## src/rtl/cdc_pkg.sv

```systemverilog
// Shared defaults for the clock-domain-crossing FIFO blocks.
// The reader and the async FIFO both take their payload and beat widths from here.
package cdc_pkg;

   localparam int unsigned CDC_DBITS_DEFAULT = 32;
   localparam int unsigned CDC_OBITS_DEFAULT = 8;

endpackage

```

## src/rtl/cdc_afifo_reader.sv

```systemverilog
// Read-side adapter for an async FIFO: pops words into a 2-entry buffer and
// serialises each word into dbits/obits beats, LSB slice first, with valid/ready.
module cdc_afifo_reader
   import cdc_pkg::*;
#(
   parameter int unsigned dbits = CDC_DBITS_DEFAULT,
   parameter int unsigned obits = CDC_OBITS_DEFAULT
) (
   input  logic             i_clk,
   input  logic             i_nrst,
   input  logic             i_rempty,
   output logic             o_rd,
   input  logic [dbits-1:0] i_rdata,
   output logic             o_valid,
   input  logic             i_ready,
   output logic [obits-1:0] o_data,
   output logic             o_last
);

   localparam int unsigned RATIO = dbits / obits;
   localparam int unsigned BW    = (RATIO > 1) ? $clog2(RATIO) : 1;
   localparam logic [BW-1:0] LAST_BEAT = BW'(RATIO - 1);

   typedef struct packed {
      logic [1:0]    count;
      logic          wr_ptr;
      logic          rd_ptr;
      logic [BW-1:0] beat;
   } ctrl_t;

   localparam ctrl_t CTRL_RST = '0;

   ctrl_t                       r_ctrl;
   ctrl_t                       w_ctrl_d;
   logic [RATIO-1:0][obits-1:0] r_buf [2];
   logic                        w_push;
   logic                        w_fire;
   logic                        w_release;

   // Gating with reset keeps the FIFO from being popped while words are being discarded.
   assign o_rd      = ~i_rempty & (r_ctrl.count != 2'd2) & i_nrst;
   assign w_push    = o_rd;
   assign o_valid   = (r_ctrl.count != 2'd0);
   assign o_last    = (r_ctrl.beat == LAST_BEAT);
   assign o_data    = r_buf[r_ctrl.rd_ptr][r_ctrl.beat];
   assign w_fire    = o_valid & i_ready;
   assign w_release = w_fire & o_last;

   always_comb begin
      w_ctrl_d = r_ctrl;
      if (w_fire) begin
         if (o_last) begin
            w_ctrl_d.beat   = '0;
            w_ctrl_d.rd_ptr = ~r_ctrl.rd_ptr;
         end else begin
            w_ctrl_d.beat = r_ctrl.beat + BW'(1);
         end
      end
      if (w_push) begin
         w_ctrl_d.wr_ptr = ~r_ctrl.wr_ptr;
      end
      unique case ({w_push, w_release})
         2'b10:   w_ctrl_d.count = r_ctrl.count + 2'd1;
         2'b01:   w_ctrl_d.count = r_ctrl.count - 2'd1;
         default: w_ctrl_d.count = r_ctrl.count;
      endcase
   end

   always_ff @(posedge i_clk or negedge i_nrst) begin
      if (!i_nrst) begin
         r_ctrl <= CTRL_RST;
      end else begin
         r_ctrl <= w_ctrl_d;
      end
   end

   // Payload storage carries no reset; validity is tracked by r_ctrl.count alone.
   always_ff @(posedge i_clk) begin
      if (w_push) begin
         r_buf[r_ctrl.wr_ptr] <= i_rdata;
      end
   end

endmodule

```

## config.mk

```make
export PLATFORM = sky130hd
export DESIGN_NAME = cdc_afifo_reader
export DESIGN_NICKNAME = d
export VERILOG_FILES = /design/src/rtl/cdc_pkg.sv /design/src/rtl/cdc_afifo_reader.sv
export SDC_FILE = /design/constraint.sdc
export NUM_CORES = 1
export LEC_CHECK = 0
export CAP_MARGIN = 30
export CORE_MARGIN = 8
export CORE_UTILIZATION = 47
export DETAILED_ROUTE_END_ITERATION = 10
export PLACE_DENSITY_LB_ADDON = 0.08
export REMOVE_ABC_BUFFERS = 1
export SYNTH_ARGS = -nofsm -noshare
export SYNTH_HDL_FRONTEND = slang
export SYNTH_SLANG_ARGS = --single-unit
```

## constraint.sdc

```tcl
create_clock -name i_clk -period 2.42 [get_ports i_clk]
set_clock_uncertainty 0.05 [all_clocks]
set_input_delay 0.242 -clock i_clk [delete_from_list [all_inputs] [get_ports i_clk]]
set_output_delay 0.242 -clock i_clk [all_outputs]
set_load 0.005 [all_outputs]
```

==> impl_metrics.tcl, run 1 <==
set metrics [dict create \
    antennaDiodeCount 0 \
    cts_tree "yes" \
    fin_area_mm2 0.003621 \
    die_x_um 92.76 \
    gp_congestion 0.6190 \
    rows 28 \
    start_util 0.4761 \
    grt_pass1_vias 1539 \
    placed_cell_area_mm2 0.003379 \
    path_class "reg -> out" \
    root_buffer "clkbuf_8" \
    dieArea_mm2 0.008603 \
    clkSlewWorstSetupHoldPaths_ns 0.07 \
    failed_checks "negative setup slack" \
    worst-slew-pin-transition_ns 0.5529 \
    cts_buffer_depth 2 \
    max_freq_mhz 409.8 \
    fin_nets 223 \
    fin_crit_ns 2.440 \
    p_per_area_mw_per_mm2 1026 \
    worstPathMaxFanout 8 \
    crit_path_start "r_ctrl[2]$_DFFE_PN0P_" \
    drc 0 \
    hold_viol_final 0 \
    routed_via_density 5.117 \
    drv_slew 0 \
    startpoint_type "flop" \
    rsz0062_at_grt "yes" \
    worst_r2r_startpoint "r_ctrl[0]$_DFFE_PN0P_" \
    fp.dieH_um 92.76 \
    fin_util 0.6226 \
    drtIter0Drc 45 \
    p_leak_nw 1.303 \
    wl_per_cell_um 17.62 \
    ys_ff_latch 70 \
    ios 47 \
    synthToLayoutAreaGrowth_pct 30.77 \
    synth_area_mm2 0.002769 \
    ys.warnings.count 0 \
    setup_ws_ns -0.02021 \
    portBuffers 46 \
    status "complete, but fails checks" \
    irDropWorstVdd_uv 637.4 \
    ant_nets 0 \
    ctsHtreeMaxLevel 3 \
    cts_sinks 70 \
    end_kind "output port" \
    required_ns 2.13 \
    setup_viol 1 \
    postSynthAreaPerCell_um2 23.27 \
    dr.pass1.iters 4 \
    drv_cap 0 \
    synthCells 119 \
    timing.final.crit_share 1.008 \
    antenna_found_initial 0 \
    hold_path_class "in -> async" \
    hpwl_mm 3.131 \
    hold_buffers 0 \
    wirelength_mm 4.668 \
    cts_made_buffers 9 \
    synth_cell_types 20 \
    arrival_ns 2.15 \
    grt_max_degree 33 \
    core_mm2 0.005816 \
    track_usage 0.1162 \
    grt_pass1_wl_mm 7.507 \
    ys_seq_area_frac 0.7483 \
    clock_insertion_delay_worst_skew_ns 0.33 \
    fillers 441 \
    gr-total-overflow 0 \
    route.vias.total 1356 \
    maxSlewHeadroom 0.6314 \
    layout-drive-gt1-share 0.2211 \
]
cells in the final DEF, fill, tap and decap left out, types with 2 or more instances in the layout:
cell type,synthesis,routed
clkbuf_8,0,9
mux4_1,16,15
dlymetal6s2s_1,0,3
edfxtp_1,64,64
nor2_4,0,2
mux2_2,9,9
dlygate4sd2_1,0,2
clkinv_1,0,2
dfrtp_1,6,6
xnor2_1,3,3
buf_12,1,2
xor2_1,2,2
buf_6,1,3
inv_1,2,2
clkinvlp_4,0,3
ha_1,2,2
clkdlybuf4s50_1,0,40
buf_4,0,9
synth_stat cells:
master    count  area share
nor3_1        1      0.0018
edfxtp_1     64        0.69
ha_1          2      0.0090
a21o_1        1      0.0027
inv_1         2      0.0027
buf_2         1      0.0018
buf_12        1      0.0072
and3_1        1      0.0023
nand3b_1      1      0.0027
mux4_1       16        0.15
dfrtp_1       6       0.054
xnor2_1       3      0.0095
nor2_1        3      0.0041
or2_2         1      0.0023
nand2b_1      1      0.0023
clkbuf_1      2      0.0027
mux2_2        9       0.037
o21ai_0       1      0.0018
xor2_1        2      0.0063
buf_6         1      0.0041
sequential cells by signal, summed over array words and instances (netlist names):
register	count
r_buf	64
r_ctrl	6
worst max-delay path, stage by stage, from the launching register on:
cell	delay, ns
dfrtp_1	0.36
buf_6	0.16
mux4_1	0.56
mux2_2	0.29
clkdlybuf4s50_1	0.45
routing by layer:
layer | GRT usage | part of all wire | vias to the layer above | wire (µm)
met5 | 0 | 0 | - | 0
met4 | 0.05772 | 0.011 | 0 | 50
met3 | 0.04369 | 0.051 | 4 | 239
met2 | 0.1967 | 0.54 | 30 | 2512
met1 | 0.1253 | 0.40 | 690 | 1866
li1 | - | - | 632 | -
timing repair:
action	in CTS	in global routing
setup endpoints to repair	8	6
hold endpoints to repair	0	0
gates resized for setup	3	8
setup buffers	0	6
report_power, final:
group,internal [mW],switching (mW)
clock network,0.466,0.398
registers,1.52,0.111
logic,0.776,0.442
cell families after synthesis:
group,share of synthesized area
buf+inv,0.01853
flops,0.7483
simple gates,0.01537
mux,0.1884
compound gates,0.004518
xor+xnor,0.01582
fa+ha+maj,0.009036
metrics by stage:
stage | power (mW) | hold slack [ns] | setup TNS [ns] | worst slack (ns) | cells
global route | 3.924 | 0.1614 | -0.1426 | -0.07409 | 265
finish | 3.717 | 0.1657 | -0.02021 | -0.02021 | 265
CTS | 3.709 | 0.1577 | -0.3495 | -0.07670 | 259
floorplan | 2.265 | -0.1036 | -6.941 | -0.1084 | 114
detailed placement | 2.851 | 0.4748 | 0 | 0.2602 | 243
global placement | 2.827 | 0.4404 | 0 | 0.2798 | 243
path summary, 6_finish.rpt:
| path | end | slack [ns] | cells after the start |
|---|---|---|---|
| max | o_data[1] | -0.02 | 4 |
| min | r_ctrl[4]$_DFFE_PN0P_ | 0.17 | 2 |
| max reg2reg | r_ctrl[5]$_DFFE_PN0P_ | 0.43 | 5 |
| min reg2reg | r_ctrl[5]$_DFFE_PN0P_ | 0.48 | 1 |
| max in group asynchronous | r_ctrl[2]$_DFFE_PN0P_ | 2.04 | 2 |
| min in group i_clk | r_buf[1][10]$_DFFE_PP_ | 0.44 | 1 |
cell type report:
class	instances	area, µm²	share of cell area
Inverter	2	7.507	0.002073
Multi-Input combinational cell	42	656.9	0.1814
Clock buffer	9	123.9	0.03421
Sequential cell	70	2072	0.5722
Clock inverter	7	65.06	0.01797
Timing Repair Buffer	60	601.8	0.1662
Tap cell	75	93.84	0.02592
Power figures use the tool's default switching activity.
==> inputs of run 2 (changes only) <==
--- a/config.mk
+++ b/config.mk
@@ -5,9 +5,10 @@
 export SDC_FILE = /design/constraint.sdc
 export NUM_CORES = 1
 export LEC_CHECK = 0
-export CAP_MARGIN = 30
+export CAP_MARGIN = 10
 export CORE_MARGIN = 8
 export CORE_UTILIZATION = 47
+export CTS_CLUSTER_DIAMETER = 30
 export DETAILED_ROUTE_END_ITERATION = 10
 export PLACE_DENSITY_LB_ADDON = 0.08
 export REMOVE_ABC_BUFFERS = 1
==> results of run 2 <==
Final layout, timing and power as in run 1 (identical DEF).
==> inputs of run 3 (changes only) <==
==> constraint.sdc (replaced) <==
create_clock -name i_clk -period 2 [get_ports i_clk]
set_clock_uncertainty 0.05 [all_clocks]
set_input_delay 0.2 -clock i_clk [delete_from_list [all_inputs] [get_ports i_clk]]
set_output_delay 0.2 -clock i_clk [all_outputs]
set_load 0.005 [all_outputs]
==> run 3 against run 2 <==
  * The run still ends with negative setup slack left
  * Register-to-register slack got worse by 0.16 ns
  * First-iteration DRC count rose by 53%
  * Clock power rose by 56%
  * Non-clock buffer count rose by 10
  * Combinational power rose by 53%
  * Global-route usage rose by 0.96 points
  * Sequential power rose by 20%
  * Via count rose by 2.4%
==> impl_metrics.tcl, run 3 (same netlist as run 1, synthesis figures left out) <==
set metrics [dict create \
    status "complete, but fails checks" \
    failed_checks "negative setup slack" \
    core_mm2 0.005816 \
    drtIter0Drc 69 \
    die_x_um 92.76 \
    track_usage 0.1257 \
    grt_pass1_wl_mm 8.183 \
    fin_nets 233 \
    cpPeakStageDelay_ns 0.48 \
    grt_pass1_vias 1609 \
    fp.dieH_um 92.76 \
    largest_register "r_buf" \
    max_freq_mhz 465.0 \
    reg2reg_depth 7 \
    startpoint_type "flop" \
    portBuffers 46 \
    cts_sinks 70 \
    drv_cap 0 \
    layout_common_cells "edfxtp_1, clkdlybuf4s50_1, mux4_2" \
    drc 0 \
    r2r-end "r_ctrl[5]$_DFFE_PN0P_" \
    cts_made_buffers 9 \
    wirelength_mm 5.055 \
    largest_reg_flops 64 \
    routed_via_density 5.051 \
    hold_slack_ns 0.1203 \
    r2r_setup_slack_ns 0.27 \
    maxSlewHeadroom 0.7573 \
    hold_path_class "in -> async" \
    clkSlewWorstSetupHoldPaths_ns 0.07 \
    clock_insertion_delay_worst_skew_ns 0.33 \
    fin_crit_ns 2.150 \
    gr-total-overflow 0 \
    setup_viol 8 \
    hpwl_mm 3.365 \
    ios 47 \
    crit_slowest_cell "mux4_2" \
    fin_area_mm2 0.003732 \
    ctsHtreeMaxLevel 3 \
    worst_r2r_startpoint "r_ctrl[1]$_DFFE_PN0P_" \
    clkPwrFrac 0.260 \
    antennaDiodeCount 0 \
    p_per_area_mw_per_mm2 1386 \
    cts_tree "yes" \
    p_int_mw 3.872 \
    irDropWorstVdd_uv 700.9 \
    required_ns 1.75 \
    arrival_ns 1.90 \
    critical_path_buf_inv_count 3 \
    hold_buffers 0 \
    final_common_cell "edfxtp_1" \
    timing.final.crit_share 1.075 \
    combPwrFrac 0.362 \
    hold_viol_final 0 \
    gp_congestion 0.6402 \
    place_ws_ns -0.1146 \
    p_total_mw 5.172 \
    worstPathMaxFanout 5 \
    placed_cell_area_mm2 0.003417 \
    dr.pass1.iters 4 \
    layout-drive-gt1-share 0.3800 \
    root_buffer "clkbuf_8" \
    cts_buffer_depth 2 \
    route.vias.total 1389 \
    p_leak_nw 1.338 \
    path_class "reg -> out" \
    rsz0062_at_grt "yes" \
    end_kind "output port" \
    p_sw_frac 0.2513 \
    ant_nets 0 \
    crit_path_frequent_cell "buf_6" \
    drv_slew 0 \
    wl_per_cell_um 18.38 \
    rows 28 \
    seq_power_share 0.378 \
    reg.largest.list "r_buf (64), r_ctrl (6)" \
    setup_ws_ns -0.1504 \
    antenna_found_initial 0 \
    start_util 0.4761 \
    dieArea_mm2 0.008603 \
    p_switching_mw 1.300 \
    grt_max_degree 21 \
    worst-slew-pin-transition_ns 0.3602 \
    synthToLayoutAreaGrowth_pct 34.79 \
    cp_cell_sequence "buf_6 > buf_6 > mux4_2 > mux2_4 > buf_6" \
    critical_path.top_delay_family "multiplexers" \
]
-- run 3: how the worst max path moves through the flow --
stage	slack, ns	cells after the start	start	endpoint
2_1_floorplan	-0.53	3	r_ctrl[4]$_DFFE_PN0P_	r_buf[0][0]$_DFFE_PP_
3_3_place_gp	-0.08	4	r_ctrl[2]$_DFFE_PN0P_	o_data[1]
3_5_place_dp	-0.11	4	r_ctrl[2]$_DFFE_PN0P_	o_data[1]
4_1_cts	-0.18	5	r_ctrl[2]$_DFFE_PN0P_	o_data[0]
5_1_grt	-0.23	5	r_ctrl[2]$_DFFE_PN0P_	o_data[7]
6_report	-0.15	5	r_ctrl[2]$_DFFE_PN0P_	o_data[7]
-- run 3: area by class of cell --
| class | instances | area (µm²) |
|---|---|---|
| Fill cell | 447 | 2083 |
| Sequential cell | 70 | 2072 |
| Timing Repair Buffer | 70 | 694.4 |
| Multi-Input combinational cell | 42 | 619.3 |
| Clock buffer | 9 | 123.9 |
| Clock inverter | 7 | 121.4 |
| Tap cell | 75 | 93.84 |
| Inverter | 2 | 7.507 |
-- run 3: power groups by stage --
stage / Clock, mW / Combinational (mW) / Sequential (mW)
final: 1.35 / 1.87 / 1.96
after global routing: 1.44 / 2.02 / 1.98
after CTS: 1.38 / 1.84 / 1.96
after detailed placement: 0 / 1.55 / 1.97
after global placement: 0 / 1.53 / 1.96
after floorplan: 0 / 0.691 / 2.05
-- run 3: repair_timing --
item	CTS	global route
resized for setup	64	4
gates cloned	0	0
setup endpoints to repair	8	8
buffers inserted	11	0
-- run 3: routing by layer --
metal	share of wire	GRT usage	up-vias
li1	-	-	639
met1	0.41	0.1450	710
met2	0.53	0.2080	36
met3	0.051	0.04612	4
met4	0.0067	0.05101	0
met5	0	0	-
-- run 3: stage by stage --
step	setup TNS, ns	instances	utilization
floorplan	-33.82	114	-
global placement	-0.4675	248	0.5876
detailed placement	-0.6579	248	0.5876
CTS	-1.239	275	0.6383
global route	-1.652	275	0.6418
finish	-1.066	275	0.6418
-- run 3: worst register-to-register path, stage by stage, from the launching register on --
cell and delay (ns):
dfrtp_1 0.37, buf_4 0.17, ha_1 0.23, and3_1 0.22, ha_1 0.21, xnor2_1 0.15, nor2_1 0.07, xor2_1 0.13
